File: src/rtl/instr_fetch_pkg.sv
// Shared processor definitions: fetch FSM states, reset PC and instruction width.
package instr_fetch_pkg;

    localparam int          INSTR_W          = 32;
    localparam logic [31:0] RESET_PC_DEFAULT = 32'd0;

    typedef enum logic [2:0] {
        ST_FETCH,
        ST_WAIT,
        ST_HOLD,
        ST_DROP,
        ST_HALT
    } fetch_state_t;

    function automatic logic [31:0] pc_next(input logic [31:0] pc);
        return pc + 32'd1;
    endfunction

endpackage

File: src/rtl/instr_fetch_if.sv
// Fetch-stage bundle: instruction memory port, IR hand-off to decode, redirect/halt control.
interface instr_fetch_if #(
    parameter int ADDR_W = 10
);
    import instr_fetch_pkg::*;

    logic                imem_req;
    logic [ADDR_W-1:0]   imem_addr;
    logic                imem_rvalid;
    logic [INSTR_W-1:0]  imem_rdata;

    logic [INSTR_W-1:0]  ir;
    logic [31:0]         ir_pc;
    logic                ir_valid;
    logic                ir_ready;

    logic                redirect_valid;
    logic [31:0]         redirect_pc;
    logic                halt;
    logic                halted;
    logic [31:0]         fetch_count;

    modport master (
        output imem_req, imem_addr, ir, ir_pc, ir_valid, halted, fetch_count,
        input  imem_rvalid, imem_rdata, ir_ready, redirect_valid, redirect_pc, halt
    );

    modport slave (
        input  imem_req, imem_addr, ir, ir_pc, ir_valid, halted, fetch_count,
        output imem_rvalid, imem_rdata, ir_ready, redirect_valid, redirect_pc, halt
    );

endinterface

File: src/rtl/instr_fetch.sv
// Instruction fetch: PC, single-outstanding imem read, IR register to decode.
// Latency: req in t, rvalid in t+k, ir_valid in t+k+1; best case 3 cycles/instr.
// Backpressure: IR held in HOLD until ir_ready; no new request issued meanwhile.
module instr_fetch
    import instr_fetch_pkg::*;
#(
    parameter int          ADDR_W   = 10,
    parameter logic [31:0] RESET_PC = RESET_PC_DEFAULT
) (
    input  logic          clk,
    input  logic          rst_n,
    instr_fetch_if.master bus
);

    fetch_state_t        r_state;
    fetch_state_t        w_state_nxt;
    logic [31:0]         r_pc;
    logic [31:0]         w_pc_nxt;
    logic [INSTR_W-1:0]  r_ir;
    logic [31:0]         r_ir_pc;
    logic                r_ir_valid;
    logic                w_ir_valid_nxt;
    logic                w_ir_load;
    logic [31:0]         r_fetch_count;
    logic                w_count_inc;
    logic                r_halted;
    logic                w_halted_nxt;
    logic                w_handshake;

    assign w_handshake = r_ir_valid & bus.ir_ready;

    always_ff @(posedge clk or negedge rst_n) begin
        if (!rst_n) begin
            r_state <= ST_FETCH;
        end else begin
            r_state <= w_state_nxt;
        end
    end

    // Priority: halt, then redirect, then the normal per-state transition.
    always_comb begin
        w_state_nxt    = r_state;
        w_pc_nxt       = r_pc;
        w_ir_valid_nxt = r_ir_valid;
        w_ir_load      = 1'b0;
        w_count_inc    = 1'b0;
        w_halted_nxt   = r_halted;

        if (r_state != ST_HALT) begin
            if (bus.halt) begin
                w_state_nxt    = ST_HALT;
                w_ir_valid_nxt = 1'b0;
                w_halted_nxt   = 1'b1;
            end else if (bus.redirect_valid) begin
                w_pc_nxt       = bus.redirect_pc;
                w_ir_valid_nxt = 1'b0;
                w_count_inc    = w_handshake;
                // An in-flight read must still be drained before the next request.
                if ((r_state == ST_WAIT || r_state == ST_DROP) && !bus.imem_rvalid) begin
                    w_state_nxt = ST_DROP;
                end else begin
                    w_state_nxt = ST_FETCH;
                end
            end else begin
                case (r_state)
                    ST_FETCH: w_state_nxt = ST_WAIT;
                    ST_WAIT: begin
                        if (bus.imem_rvalid) begin
                            w_ir_load      = 1'b1;
                            w_ir_valid_nxt = 1'b1;
                            w_pc_nxt       = pc_next(r_pc);
                            w_state_nxt    = ST_HOLD;
                        end
                    end
                    ST_HOLD: begin
                        if (w_handshake) begin
                            w_ir_valid_nxt = 1'b0;
                            w_count_inc    = 1'b1;
                            w_state_nxt    = ST_FETCH;
                        end
                    end
                    ST_DROP: begin
                        if (bus.imem_rvalid) begin
                            w_state_nxt = ST_FETCH;
                        end
                    end
                    default: w_state_nxt = r_state;
                endcase
            end
        end
    end

    always_ff @(posedge clk or negedge rst_n) begin
        if (!rst_n) begin
            r_pc          <= RESET_PC;
            r_ir          <= '0;
            r_ir_pc       <= '0;
            r_ir_valid    <= 1'b0;
            r_fetch_count <= '0;
            r_halted      <= 1'b0;
        end else begin
            r_pc       <= w_pc_nxt;
            r_ir_valid <= w_ir_valid_nxt;
            r_halted   <= w_halted_nxt;
            if (w_ir_load) begin
                r_ir    <= bus.imem_rdata;
                r_ir_pc <= r_pc;
            end
            if (w_count_inc) begin
                r_fetch_count <= r_fetch_count + 32'd1;
            end
        end
    end

    // Request is gated by reset so nothing is issued while the block is held in reset.
    assign bus.imem_req    = rst_n && (r_state == ST_FETCH);
    assign bus.imem_addr   = r_pc[ADDR_W-1:0];
    assign bus.ir          = r_ir;
    assign bus.ir_pc       = r_ir_pc;
    assign bus.ir_valid    = r_ir_valid;
    assign bus.halted      = r_halted;
    assign bus.fetch_count = r_fetch_count;

endmodule

File: src/flat_wrapper.sv
// flat-port wrapper written by rule: the top's interface ports become plain ports
module instr_fetch_flat import instr_fetch_pkg::*;
#(
    parameter int          ADDR_W   = 10,
    parameter logic [31:0] RESET_PC = RESET_PC_DEFAULT
)
  (clk, rst_n, bus_imem_req, bus_imem_addr, bus_ir, bus_ir_pc, bus_ir_valid, bus_halted, bus_fetch_count, bus_imem_rvalid, bus_imem_rdata, bus_ir_ready, bus_redirect_valid, bus_redirect_pc, bus_halt);
  instr_fetch_if #(.ADDR_W(ADDR_W)) bus_i ();
  input  logic clk;
  input  logic rst_n;
  output wire logic [$bits(bus_i.imem_req)-1:0] bus_imem_req;
  output wire logic [$bits(bus_i.imem_addr)-1:0] bus_imem_addr;
  output wire logic [$bits(bus_i.ir)-1:0] bus_ir;
  output wire logic [$bits(bus_i.ir_pc)-1:0] bus_ir_pc;
  output wire logic [$bits(bus_i.ir_valid)-1:0] bus_ir_valid;
  output wire logic [$bits(bus_i.halted)-1:0] bus_halted;
  output wire logic [$bits(bus_i.fetch_count)-1:0] bus_fetch_count;
  input wire logic [$bits(bus_i.imem_rvalid)-1:0] bus_imem_rvalid;
  input wire logic [$bits(bus_i.imem_rdata)-1:0] bus_imem_rdata;
  input wire logic [$bits(bus_i.ir_ready)-1:0] bus_ir_ready;
  input wire logic [$bits(bus_i.redirect_valid)-1:0] bus_redirect_valid;
  input wire logic [$bits(bus_i.redirect_pc)-1:0] bus_redirect_pc;
  input wire logic [$bits(bus_i.halt)-1:0] bus_halt;
  assign bus_imem_req = bus_i.imem_req;
  assign bus_imem_addr = bus_i.imem_addr;
  assign bus_ir = bus_i.ir;
  assign bus_ir_pc = bus_i.ir_pc;
  assign bus_ir_valid = bus_i.ir_valid;
  assign bus_halted = bus_i.halted;
  assign bus_fetch_count = bus_i.fetch_count;
  assign bus_i.imem_rvalid = bus_imem_rvalid;
  assign bus_i.imem_rdata = bus_imem_rdata;
  assign bus_i.ir_ready = bus_ir_ready;
  assign bus_i.redirect_valid = bus_redirect_valid;
  assign bus_i.redirect_pc = bus_redirect_pc;
  assign bus_i.halt = bus_halt;
  instr_fetch #(.ADDR_W(ADDR_W), .RESET_PC(RESET_PC)) u_core (.clk(clk), .rst_n(rst_n), .bus(bus_i));
endmodule
File: config.mk
export PLATFORM = sky130hd
export DESIGN_NAME = instr_fetch_flat
export DESIGN_NICKNAME = d
export VERILOG_FILES = /design/src/rtl/instr_fetch_pkg.sv /design/src/rtl/instr_fetch_if.sv /design/src/rtl/instr_fetch.sv /design/src/flat_wrapper.sv
export SDC_FILE = /design/constraint.sdc
export NUM_CORES = 1
export LEC_CHECK = 0
export BUFFER_PORTS_ARGS = -buffer_cell sky130_fd_sc_hd__buf_2
export CORE_MARGIN = 2
export CORE_UTILIZATION = 52
export CTS_CLUSTER_DIAMETER = 40
export DETAILED_ROUTE_END_ITERATION = 16
export PLACE_DENSITY = 0.84
export SLEW_MARGIN = 15
export SYNTH_ARGS = -nofsm -noshare
export SYNTH_HDL_FRONTEND = slang
export SYNTH_SLANG_ARGS = --single-unit
File: constraint.sdc
create_clock -name clk -period 4.9 [get_ports clk]
set_input_delay 1.47 -clock clk [delete_from_list [all_inputs] [get_ports clk]]
set_output_delay 1.47 -clock clk [all_outputs]
set_load 0.05 [all_outputs]
==> run_results.csv, run 1 <==
group,metric,value,unit
cts,cts_post_setup_buffers_inserted,0,
logic_synthesis,fraction_of_synthesis_flops_using_an_asynchronous_set_or_reset_pin,100,%
cts,clock_insertion_delay_worst_skew,0.42,ns
cts,cts_hold_repair.buffers,0,
floorplanning,rows,40,
pwr,worst_ir_drop_vdd,0.000318,V
global_route,grt_pass1_vias,5305,
setup_path,worstPathRequired,3.43,ns
setup_path,crit_path_end_kind,"output pin",
pwr,power.density,538,nW/µm²
logic_synthesis,synth_largest_type_area_fraction,51.8,%
logic_synthesis,ys_dominant_reg_cell,"sky130_fd_sc_hd__dfrtp_1",
setup_path,critical_path.max_fanout,2,
run,max-cap-violations,0,
sta,fin_skew,0.00686,ns
sta,finalHoldWorstSlack,0.455,ns
route,wl_per_cell,15.4,µm
cts,tritoncts,"built",
layout,final_cell_count_no_fill,1049,
logic_synthesis,synthesis.nets,781,
floorplanning,die_y,115,µm
layout,final_net_count,940,
layout,layout-drive-gt1-share,27.5,%
placement,gp_congestion,0.855,
outcome,run_status,"finished clean",
logic_synthesis,post_synth_inst_count,709,
sta,setup_viol_count_final,0,
pwr,power,4.28,mW
placement,post-dp-hpwl,11000,µm
setup_path,crit_path_start_kind,"primary input",
sta,max_clock_freq,0.280,GHz
floorplanning,num_io_pins,179,
placement,total_of_buffers_placed_on_input_and_output_ports,178,
global_route,grt_util_all_layers,25.4,%
floorplanning,die_width,115,µm
global_route,grt_start_max_net_pins,77,
global_route,grt_first_pass_wirelength,26300,µm
layout,finish.instance_area,7950,µm²
sta,post-route-worst-setup-slack,1.33,ns
cts,clock_sinks,133,
cts,clk_path_buf_depth,2,
global_route,grt-ovfl-total,0,
min_path,timing.hold.worst.class,"reg2reg",
logic_synthesis,yosysWarningCount,0,
setup_path,critPathKind,"in2out",
layout,num_antenna_cells,0,
pwr,p_leak,4.20,nW
sta,hold_violations,0,
logic_synthesis,ranking_of_synthesized_cells_by_area,"sky130_fd_sc_hd__dfrtp_1, sky130_fd_sc_hd__nand2_1, sky130_fd_sc_hd__nand3_1, sky130_fd_sc_hd__xnor2_1, sky130_fd_sc_hd__o21ai_0",
layout,finish.utilization,65.9,%
layout,areaGrowthSynthToFinish,23.7,%
placement,place_inst,1017,
route,finalWirelength,16100,µm
floorplanning,start_util,53.3,%
logic_synthesis,ys_seq_area_share,51.8,%
logic_synthesis,yosysTopAreaCell,"sky130_fd_sc_hd__dfrtp_1",
sta,fin_tns_setup,0,ns
logic_synthesis,ys_ff_latch,133,
sta,worst_pin_slew,1.06,ns
logic_synthesis,synth_area_per_cell,9.07,µm²
sta,finalWorstPathRequiredPeriod,3.57,ns
cts,h-tree-depth,4,
placement,dpl-instance-area,7380,µm²
logic_synthesis,synthMostInstantiatedCell,"sky130_fd_sc_hd__nand2_1",
route,route.vias.total,5768,
cts,clock_pin_slew_worst_setup_and_hold_paths,0.06,ns
setup_path,cp_data_arrival_time,2.10,ns
cts,clk_root_buffer_cell,"sky130_fd_sc_hd__clkbuf_16",
global_route,antenna_found_initial,1,
logic_synthesis,most_instantiated_cells_after_synthesis,"sky130_fd_sc_hd__nand2_1, sky130_fd_sc_hd__dfrtp_1, sky130_fd_sc_hd__nand3_1",
cts,postCtsResizedCells,0,
floorplanning,die_area,13300,µm²
sta,max_slew_margin,29.1,%
sta,rsz0062_at_grt,"no",
sta,finalMaxSlewViolations,0,
sta,finalCritPeriodShare,72.9,%
route,first_iter_violations,425,
logic_synthesis,synth_enable_flop_cells,0,
logic_synthesis,synth.distinct_cells,67,
route,ant_nets,0,
cts,number_of_buffers_added_by_the_clock_tree_synthesis_step,17,
floorplanning,fp.coreArea,12100,µm²
route,drtPass1Iterations,5,
logic_synthesis,mappedNetlistArea,6430,µm²
route,drt-vias-per-instance,5.50,
placement,worst_slack_placed,1.35,ns
route,post-route-drc-count,0,
-- cell type report --
type / instances / area [µm²]
inverter: 10 / 37.5
tap: 168 / 210
multi-input combinational: 518 / 2830
clock buffer: 22 / 464
fill: 985 / 4110
clock inverter: 10 / 105
timing repair buffer: 188 / 972
sequential: 133 / 3330
-- where the power goes --
part / leakage, nW / switching, mW / internal [mW]
clock: 0.279 / 0.465 / 0.769
combinational: 2.18 / 1.08 / 0.354
sequential: 1.75 / 0.267 / 1.35
-- worst paths after layout --
check / cells past startpoint / slack [ns] / from / to
worst min-delay path: 1 / 0.45 / u_core.bus.halted / u_core.bus.halted
worst max register to register: 6 / 2.60 / u_core.r_pc[0] / u_core.r_pc[22]
worst min register to register: 1 / 0.45 / u_core.bus.halted / u_core.bus.halted
min in group asynchronous: 2 / 1.21 / rst_n / u_core.r_pc[24]
worst max-delay path: 3 / 1.33 / rst_n / bus_imem_req
max in group asynchronous: 3 / 2.32 / rst_n / u_core.bus.ir[26]
-- cell usage in the layout, fill, tap and decap left out, types with 7 or more instances in the layout --
cell	count
sky130_fd_sc_hd__nand2_1	219
sky130_fd_sc_hd__buf_2	177
sky130_fd_sc_hd__dfrtp_1	133
sky130_fd_sc_hd__nand3_1	39
sky130_fd_sc_hd__nor2_1	31
sky130_fd_sc_hd__o21ai_0	30
sky130_fd_sc_hd__a21oi_1	21
sky130_fd_sc_hd__xnor2_1	19
sky130_fd_sc_hd__clkbuf_16	17
sky130_fd_sc_hd__nor3_1	14
sky130_fd_sc_hd__nand4_1	14
sky130_fd_sc_hd__and3_1	12
sky130_fd_sc_hd__xor2_1	12
sky130_fd_sc_hd__inv_1	10
sky130_fd_sc_hd__buf_4	10
sky130_fd_sc_hd__a31oi_1	7
-- per-layer routing --
layer	vias to the layer above	routed length [µm]	global-route usage, %
met3	29	988	6.80
met4	2	314	10.4
met5	-	13	0
met2	212	7830	40.1
met1	2777	6980	33.4
li1	2748	-	-
-- registers in the layout (all words and copies together), names as in the netlist --
signal / flops
u_core.bus.ir_pc: 32
u_core.r_state: 3
u_core.bus.halted: 1
u_core.bus.ir: 32
u_core.bus.ir_valid: 1
u_core.r_pc: 32
u_core.bus.fetch_count: 32
-- logic make-up (layout without fill, tap and decap cells) --
| group | count (synthesis) | in the layout | synth area share [%] |
|---|---|---|---|
| AOI/OAI and AO/OA | 95 | 95 | 9.44 |
| xor gates and xnor gates | 31 | 31 | 4.22 |
| adders and majority gates | 2 | 2 | 0.389 |
| buffers and inverters | 58 | 230 | 4.18 |
| DFF | 133 | 133 | 51.8 |
| muxes | 7 | 7 | 1.13 |
| and+or+nand+nor | 383 | 383 | 28.9 |
-- worst max-delay path: stages --
cell	delay, ns
sky130_fd_sc_hd__buf_6	0.08
sky130_fd_sc_hd__nor4b_1	0.23
sky130_fd_sc_hd__buf_2	0.33
No activity file was read; power rests on OpenSTA's default activity.
==> run 2, diff against run 1 <==
==> constraint.sdc (replaced) <==
create_clock -name clk -period 3.66 [get_ports clk]
set_input_delay 1.098 -clock clk [delete_from_list [all_inputs] [get_ports clk]]
set_output_delay 1.098 -clock clk [all_outputs]
set_load 0.05 [all_outputs]
==> run 2 against run 1 <==
Effect of this change:
- count of clock-buffer cells in the layout fell by 1
- utilization rose by 0.67 points
- flip-flop and latch count unchanged
- sequential power is 33% higher
- die area unchanged
- register-to-register slack got worse by 1.2 ns
- clock power increased by 49%
- largest power group unchanged
- critical endpoint unchanged
- total power is 38% higher
- first-iteration DRC count increased by 23%
- via count fell by 1.6%
- combinational power up 34%
- sequential share of layout area shrank 0.42 points
==> run_results.csv, run 2 (same netlist as run 1, synthesis figures left out) <==
group,metric,value,unit
sta,rsz0062_at_grt,"no",
floorplanning,die_width,115,µm
layout,areaGrowthSynthToFinish,24.9,%
sta,finalHoldWorstSlack,0.447,ns
cts,clock_sinks,133,
floorplanning,fp.coreArea,12100,µm²
sta,fin_tns_setup,0,ns
global_route,grt_pass1_vias,5309,
setup_path,critPathKind,"in2out",
global_route,grt-ovfl-total,0,
sta,finalCritPeriodShare,74.6,%
placement,total_of_buffers_placed_on_input_and_output_ports,178,
route,route.vias.total,5675,
pwr,p_leak,4.22,nW
cts,clock_insertion_delay_worst_skew,0.41,ns
cts,clock_pin_slew_worst_setup_and_hold_paths,0.05,ns
cts,postCtsResizedCells,0,
sta,finalWorstPathRequiredPeriod,2.73,ns
global_route,grt_start_max_net_pins,75,
sta,finalMaxSlewViolations,0,
cts,cts_hold_repair.buffers,0,
route,drt-vias-per-instance,5.41,
placement,gp_congestion,0.855,
cts,number_of_buffers_added_by_the_clock_tree_synthesis_step,17,
route,first_iter_violations,521,
setup_path,cp_data_arrival_time,1.63,ns
sta,max_clock_freq,0.366,GHz
cts,clk_path_buf_depth,2,
floorplanning,rows,40,
cts,cts_post_setup_buffers_inserted,0,
route,ant_nets,0,
floorplanning,start_util,53.3,%
min_path,timing.hold.worst.class,"reg2reg",
route,drtPass1Iterations,4,
cts,tritoncts,"built",
global_route,grt_first_pass_wirelength,26300,µm
placement,post-dp-hpwl,10800,µm
global_route,antenna_found_initial,0,
sta,fin_skew,0.00646,ns
layout,final_net_count,940,
sta,hold_violations,0,
route,wl_per_cell,15.1,µm
outcome,run_status,"finished clean",
layout,most-common-layout-cells,"sky130_fd_sc_hd__nand2_1, sky130_fd_sc_hd__buf_2, sky130_fd_sc_hd__dfrtp_1",
layout,layout-drive-gt1-share,27.8,%
sta,worst_pin_slew,0.910,ns
run,max-cap-violations,0,
placement,worst_slack_placed,0.868,ns
setup_path,crit_path_start_kind,"primary input",
floorplanning,die_area,13300,µm²
pwr,power.density,734,nW/µm²
sta,max_slew_margin,39.3,%
layout,num_antenna_cells,0,
setup_path,worstPathRequired,2.56,ns
pwr,worst_ir_drop_vdd,0.000658,V
route,post-route-drc-count,0,
floorplanning,die_y,115,µm
layout,layout_commonest_cell,"sky130_fd_sc_hd__nand2_1",
cts,h-tree-depth,4,
cts,clk_root_buffer_cell,"sky130_fd_sc_hd__clkbuf_16",
global_route,grt_util_all_layers,25.2,%
sta,post-route-worst-setup-slack,0.928,ns
setup_path,critical_path.max_fanout,2,
setup_path,crit_path_end_kind,"output pin",
route,finalWirelength,15900,µm
floorplanning,num_io_pins,179,
sta,setup_viol_count_final,0,
==> run 2: cell count changes in the layout (fill, tap and decap cells not counted) <==
cell / change
sky130_fd_sc_hd__clkinv_2: -6
sky130_fd_sc_hd__clkinvlp_4: +4
sky130_fd_sc_hd__bufinv_16: +2
sky130_fd_sc_hd__clkbuf_1: -2
sky130_fd_sc_hd__clkbuf_8: +1
sky130_fd_sc_hd__clkinv_4: +1
sky130_fd_sc_hd__nor4b_1: -1
sky130_fd_sc_hd__nor4b_2: +1
==> run 2: where the power goes <==
part	internal [mW]	switching, mW	total [mW]
Combinational	0.474	1.44	1.91
Sequential	1.81	0.349	2.15
Clock	1.19	0.636	1.83
==> run 2: per-stage QoR <==
step | area (µm²) | instances | total power [mW] | utilization [%]
after detailed placement | 7390 | 1017 | 4.08 | 61.3
final | 8030 | 1049 | 5.90 | 66.6
after CTS | 8030 | 1049 | 5.92 | 66.6
after global placement | 7390 | 1017 | 4.04 | 61.3
after global routing | 8030 | 1049 | 6.21 | 66.6
after floorplan | 6440 | 709 | 3.64 | -
==> run 2: layer usage <==
layer  vias up  routed length, µm  share of wire [%]  GRT usage (%)
li1       2741                  -                  -              -
met1      2721               7290                 46           35.6
met2       185               7360                 46           39.0
met3        28                887                5.6           5.38
met4         0                343                2.2           8.67
met5         -                  0                  0              0
==> run 2: worst paths after layout <==
check	startpoint	endpoint	slack, ns	cells after the start
worst min register to register	u_core.bus.halted	u_core.bus.halted	0.45	1
worst min-delay path	u_core.bus.halted	u_core.bus.halted	0.45	1
worst max register to register	u_core.r_state[0]	u_core.bus.ir_pc[3]	1.45	5
worst max-delay path	rst_n	bus_imem_req	0.93	3
min in group asynchronous	rst_n	u_core.bus.ir[31]	0.91	2
max in group asynchronous	rst_n	u_core.bus.ir_pc[23]	1.43	3
==> run 2: layout make-up <==
type,instances,area (µm²)
clock buffers,21,470
clock inverters,11,174
fillers,963,4030
inverters,10,37.5
multi-input cells,518,2840
flip-flops and latches,133,3330
well taps,168,210
repair buffers,188,972
==> run 2: critical path: stages <==
cell and delay (ns):
sky130_fd_sc_hd__buf_6 0.08, sky130_fd_sc_hd__nor4b_2 0.16, sky130_fd_sc_hd__buf_2 0.30
